## src/rtl/reg_file_param_if.sv

```systemverilog
// rtl/reg_file_param_if.sv - write/read/status bundle for the parametrised register file
interface reg_file_param_if #(
  parameter int DATA_WIDTH = 8,
  parameter int ADDR_WIDTH = 2
);
  localparam int DEPTH = 2 ** ADDR_WIDTH;

  logic [DATA_WIDTH-1:0] data;
  logic                  load_enable;
  logic [ADDR_WIDTH-1:0] destination_select;
  logic [1:0]            write_mode;
  logic [ADDR_WIDTH-1:0] a_select;
  logic [ADDR_WIDTH-1:0] b_select;
  logic                  clear_dirty;
  logic [DATA_WIDTH-1:0] a_data;
  logic [DATA_WIDTH-1:0] b_data;
  logic                  carry_out;
  logic [DEPTH-1:0]      dirty;

  modport master (
    output data, load_enable, destination_select, write_mode, a_select, b_select, clear_dirty,
    input  a_data, b_data, carry_out, dirty
  );

  modport slave (
    input  data, load_enable, destination_select, write_mode, a_select, b_select, clear_dirty,
    output a_data, b_data, carry_out, dirty
  );
endinterface

```

## src/rtl/reg_file_param.sv

```systemverilog
// rtl/reg_file_param.sv - register file with in-place arithmetic writes, carry, bypass and dirty mask
module reg_file_param #(
  parameter int DATA_WIDTH = 8,
  parameter int ADDR_WIDTH = 2,
  parameter int ZERO_REG   = 0,
  parameter int BYPASS     = 0
) (
  input logic             clk,
  input logic             reset,
  reg_file_param_if.slave bus
);
  localparam int DEPTH = 2 ** ADDR_WIDTH;

  logic [DATA_WIDTH-1:0] regs [DEPTH];
  logic [DATA_WIDTH-1:0] cur;
  logic [DATA_WIDTH:0]   sum;
  logic [DATA_WIDTH-1:0] next_val;
  logic                  wr_suppressed;
  logic                  carry_q;
  logic [DEPTH-1:0]      dirty_q;
  logic [DEPTH-1:0]      dirty_next;
  logic [DATA_WIDTH-1:0] a_val;
  logic [DATA_WIDTH-1:0] b_val;

  // A hardwired register 0 still feeds the adder as zero so the carry stays meaningful.
  assign wr_suppressed = (ZERO_REG != 0) && (bus.destination_select == '0);

  always_comb begin
    cur = wr_suppressed ? '0 : regs[bus.destination_select];
    case (bus.write_mode)
      2'b00:   sum = {1'b0, bus.data};
      2'b01:   sum = {1'b0, cur} + {1'b0, bus.data};
      2'b10:   sum = {1'b0, cur} + {{DATA_WIDTH{1'b0}}, 1'b1};
      default: sum = '0;
    endcase
    next_val = sum[DATA_WIDTH-1:0];
  end

  always_comb begin
    dirty_next = bus.clear_dirty ? '0 : dirty_q;
    if (bus.load_enable && !wr_suppressed) begin
      dirty_next[bus.destination_select] = 1'b1;
    end
  end

  always_ff @(posedge clk) begin
    if (reset) begin
      for (int i = 0; i < DEPTH; i++) begin
        regs[i] <= '0;
      end
      carry_q <= 1'b0;
      dirty_q <= '0;
    end else begin
      if (bus.load_enable) begin
        carry_q <= sum[DATA_WIDTH];
        if (!wr_suppressed) begin
          regs[bus.destination_select] <= next_val;
        end
      end
      dirty_q <= dirty_next;
    end
  end

  always_comb begin
    a_val = regs[bus.a_select];
    if (BYPASS != 0 && bus.load_enable && !reset && bus.a_select == bus.destination_select) begin
      a_val = next_val;
    end
    if (ZERO_REG != 0 && bus.a_select == '0) begin
      a_val = '0;
    end
  end

  always_comb begin
    b_val = regs[bus.b_select];
    if (BYPASS != 0 && bus.load_enable && !reset && bus.b_select == bus.destination_select) begin
      b_val = next_val;
    end
    if (ZERO_REG != 0 && bus.b_select == '0) begin
      b_val = '0;
    end
  end

  assign bus.a_data    = a_val;
  assign bus.b_data    = b_val;
  assign bus.carry_out = carry_q;
  assign bus.dirty     = dirty_q;
endmodule

```

## src/flat_wrapper.sv

```systemverilog
// flat-port wrapper written by rule: the top's interface ports become plain ports
module reg_file_param_flat 
#(
  parameter int DATA_WIDTH = 8,
  parameter int ADDR_WIDTH = 2,
  parameter int ZERO_REG   = 0,
  parameter int BYPASS     = 0
)
  (clk, reset, bus_data, bus_load_enable, bus_destination_select, bus_write_mode, bus_a_select, bus_b_select, bus_clear_dirty, bus_a_data, bus_b_data, bus_carry_out, bus_dirty);
  reg_file_param_if #(.DATA_WIDTH(DATA_WIDTH), .ADDR_WIDTH(ADDR_WIDTH)) bus_i ();
  input logic clk;
  input logic reset;
  input wire logic [$bits(bus_i.data)-1:0] bus_data;
  input wire logic [$bits(bus_i.load_enable)-1:0] bus_load_enable;
  input wire logic [$bits(bus_i.destination_select)-1:0] bus_destination_select;
  input wire logic [$bits(bus_i.write_mode)-1:0] bus_write_mode;
  input wire logic [$bits(bus_i.a_select)-1:0] bus_a_select;
  input wire logic [$bits(bus_i.b_select)-1:0] bus_b_select;
  input wire logic [$bits(bus_i.clear_dirty)-1:0] bus_clear_dirty;
  output wire logic [$bits(bus_i.a_data)-1:0] bus_a_data;
  output wire logic [$bits(bus_i.b_data)-1:0] bus_b_data;
  output wire logic [$bits(bus_i.carry_out)-1:0] bus_carry_out;
  output wire logic [$bits(bus_i.dirty)-1:0] bus_dirty;
  assign bus_i.data = bus_data;
  assign bus_i.load_enable = bus_load_enable;
  assign bus_i.destination_select = bus_destination_select;
  assign bus_i.write_mode = bus_write_mode;
  assign bus_i.a_select = bus_a_select;
  assign bus_i.b_select = bus_b_select;
  assign bus_i.clear_dirty = bus_clear_dirty;
  assign bus_a_data = bus_i.a_data;
  assign bus_b_data = bus_i.b_data;
  assign bus_carry_out = bus_i.carry_out;
  assign bus_dirty = bus_i.dirty;
  reg_file_param #(.DATA_WIDTH(DATA_WIDTH), .ADDR_WIDTH(ADDR_WIDTH), .ZERO_REG(ZERO_REG), .BYPASS(BYPASS)) u_core (.clk(clk), .reset(reset), .bus(bus_i));
endmodule
```

## config.mk

```make
export PLATFORM = sky130hd
export DESIGN_NAME = reg_file_param_flat
export DESIGN_NICKNAME = d
export VERILOG_FILES = /design/src/rtl/reg_file_param_if.sv /design/src/rtl/reg_file_param.sv /design/src/flat_wrapper.sv
export SDC_FILE = /design/constraint.sdc
export NUM_CORES = 1
export LEC_CHECK = 0
export ABC_AREA = 0
export CAP_MARGIN = 0
export CORE_ASPECT_RATIO = 1.1
export CORE_MARGIN = 2
export CORE_UTILIZATION = 58
export CTS_CLUSTER_DIAMETER = 80
export DETAILED_ROUTE_END_ITERATION = 8
export PLACE_DENSITY = 0.85
export REMOVE_ABC_BUFFERS = 1
export SLEW_MARGIN = 5
export SYNTH_ARGS = -nofsm -noshare
export SYNTH_HDL_FRONTEND = slang
export SYNTH_SLANG_ARGS = --single-unit
```

## constraint.sdc

```tcl
create_clock -name clk -period 9.6 [get_ports clk]
set_clock_uncertainty 0.15 [all_clocks]
set_input_delay 1.92 -clock clk [delete_from_list [all_inputs] [get_ports clk]]
set_output_delay 1.92 -clock clk [all_outputs]
set_load 0.05 [all_outputs]
```

==> flow_summary.ini <==
[global_routing]
global_route.overflow_total = 0
grt_pass1_wl_um = 9397
grt_max_degree = 17
number_of_global_route_vias_before_repair = 1864
groute.usage.overall_pct = 27.08
number_of_antenna_violations_at_the_first_check_in_global_routing = 0

[critical_path]
cp_common_cell = sky130_fd_sc_hd__clkdlybuf4s50_1
critical_path.n_buffers_inverters = 2
standard_cell_with_the_maximum_stage_delay_on_the_critical_path = sky130_fd_sc_hd__clkdlybuf4s50_1
path_delay_family = buffers and inverters
crit-reg2reg-launch = u_core.regs[0][1]
timing.critical_path.slowest_cell_delay_ns = 0.87
path_class = in -> out
critPathLaunch = bus_b_select[0]
worstPathMaxFanout = 8
crit_required_ns = 7.53
critical_path.endpoint_type = output port
crit_path_start_kind = primary input
crit_chain = clkdlybuf4s50_1 -> mux4_2 -> clkdlybuf4s50_1
critical_path_arrival_ns = 4.12

[clocking]
worst_setup_hold_path_clk_slew_ns = 0.06
tritoncts = done
cts.htree.levels = 2
clkSinkCount = 37
cts_buffers = 5
ctsHoldBuffers = 0
clockRootBuffer = sky130_fd_sc_hd__clkbuf_8
clk_latency_ns = 0.28
cts.repair_timing.setup_buffer_count = 0
clk_path_buf_depth = 2
cts_repair_resized_insts = 0

[die]
initial_core_util_pct = 59.77
floorplan.core_area_um2 = 4285
placement_row_count = 25
die-width_um = 67.36
y_dimension_of_the_die_um = 73.70
fp.dieArea_um2 = 4964
boundary_pins = 41

[detailed_routing]
antenna_left = 0
total_detailed_routing_wirelength_um = 6112
route.detailed.vias_per_inst = 6.378
routedWlPerCell_um = 19.91
first_pass_iters = 4
drt-initial-drc-count = 130
post-route-drc-count = 0
count_of_vias_placed_by_the_detailed_router = 1958

[cells_and_area]
post_route_cells_drive_above_1_share_pct = 15.42
antennaDiodeCount = 0
seqCellArea_um2 = 1061
area_delta_synth_final_pct = 19.83
fillCellCount = 321
instances_no_fill = 307
multi_input_comb_area_um2 = 1416
final_cell_area_um2 = 3069
final_nets = 284

[synth]
yosys.cell_types.count = 46
postSynthAreaPerCell_um2 = 11.86
synth_area_leaders = sky130_fd_sc_hd__edfxtp_1, sky130_fd_sc_hd__mux4_2, sky130_fd_sc_hd__ha_1, sky130_fd_sc_hd__nor2_1, sky130_fd_sc_hd__dfxtp_1
synth_flop_cell = sky130_fd_sc_hd__edfxtp_1
yosys.area.top_type = sky130_fd_sc_hd__edfxtp_1
synthesis.yosys.warnings = 0
syn-cell-area_um2 = 2561
asyncSetResetFlopFracSynth_pct = 0
proportion_of_synthesized_chip_area_in_sequential_cells_pct = 41.43
synth_enable_flop_cells = 32
most_numerous_cell_in_the_yosys_netlist = sky130_fd_sc_hd__edfxtp_1
synth_top_area_share_pct = 37.52
synth_seq_cells = 37
synth_top_cells_by_count = sky130_fd_sc_hd__edfxtp_1, sky130_fd_sc_hd__nor2_1, sky130_fd_sc_hd__mux4_2
syn-instance-count = 216

[power_and_ir_drop]
maximum_resistive_drop_on_vdd_uv = 108.6
power_per_cell_area_nw_per_um2 = 142.7
static-leakage-power_nw = 1.166
post-layout-total-power_uw = 438.1

[min_path]
hold_crit_start = u_core.bus.dirty[2]
timing.hold.worst.class = reg -> reg

[sta]
finalWorstPathRequiredPeriod_ns = 6.188
setup_tns_ns = 0
max_slew_margin_pct = 41.12
hold_violations = 0
setup-violations-final = 0
rsz_0062_raised_after_global_routing = no
fin_crit_sh_pct = 64.45
worst_slew_pin_slew_ns = 0.8805
final-max-slew-violation-count = 0
achievable-frequency_mhz = 161.6

[run_status]
status = finished, final reports clean

[placed_design]
finalWeightedCongestion = 0.8494
buffer_ports.inserted = 40
post-dp-hpwl_um = 4512
post_dp_cell_area_um2 = 2979
placedCellCount = 299

[flow_run]
max_cap_check_violation_count = 0
[area by class of cell]
type	instances	area share, %
multi-input combinational	159	46.15
sequential	37	34.57
timing repair buffer	40	13.05
clock buffer	8	2.935
tap	54	2.201
inverter	9	1.101
[per-stage QoR]
step	hold slack (ns)	setup WS, ns	util, %
finish	0.3287	3.413	71.62
global route	0.3442	3.324	71.62
CTS	0.3292	3.394	71.62
detailed placement	0.3170	3.397	69.52
global placement	0.3096	3.413	69.52
floorplan	0.5380	4.975	-
[cells by family (layout without fill, tap and decap cells)]
logic type	count (synthesis)	after routing	synth area share, %
multiplexers	24	24	21.10
flip-flops	37	37	41.43
buffers and inverters	20	57	3.273
XOR/XNOR	2	2	0.6841
AND/OR/NAND/NOR	92	92	19.25
AO/OA/AOI/OAI	29	29	8.110
adder cells (fa/ha/maj)	12	12	6.155
[state kept, by name (all words and copies together), names as in the netlist]
register and cells:
u_core.bus.carry_out 1, u_core.bus.dirty 4, u_core.regs 32
[layer usage]
| layer | vias up | GRT usage [%] | part of all wire (%) |
|---|---|---|---|
| li1 | 896 | - | - |
| met1 | 945 | 33.96 | 37 |
| met2 | 103 | 46.53 | 52 |
| met3 | 14 | 4.441 | 9.3 |
| met4 | 0 | 10.88 | 2.1 |
| met5 | - | 0 | 0 |
[placed cells by master (no fill, tap or decap), drive strengths merged, types with 3 or more instances in the layout]
master          n
a21oi           6
and2b           3
clkbuf          8
clkdlybuf4s50  40
dfxtp           5
edfxtp         32
ha             11
inv             9
mux4           24
nand2          15
nand2b         12
nand3           7
nor2           29
nor2b           9
o21ai           4
o21bai          3
or3             6
[worst min-delay path, cell delays in order (launching register included)]
cell and delay, ns:
sky130_fd_sc_hd__dfxtp_1 0.31, sky130_fd_sc_hd__nand2b_1 0.06, sky130_fd_sc_hd__a21oi_1 0.06
[path summary, 6_finish.rpt]
path,to,slack (ns),cells after the start
max,bus_b_data[4],3.41,3
min,u_core.bus.dirty[2],0.33,2
max reg2reg,u_core.regs[3][5],6.72,7
min reg2reg,u_core.bus.dirty[2],0.33,2
[power by group]
part | leakage (nW) | internal (mW) | switching (mW)
Sequential | 0.376 | 0.185 | 0.00632
Combinational | 0.745 | 0.0576 | 0.0800
Clock | 0.0455 | 0.0585 | 0.0508
(Power assumes the default switching activity.)
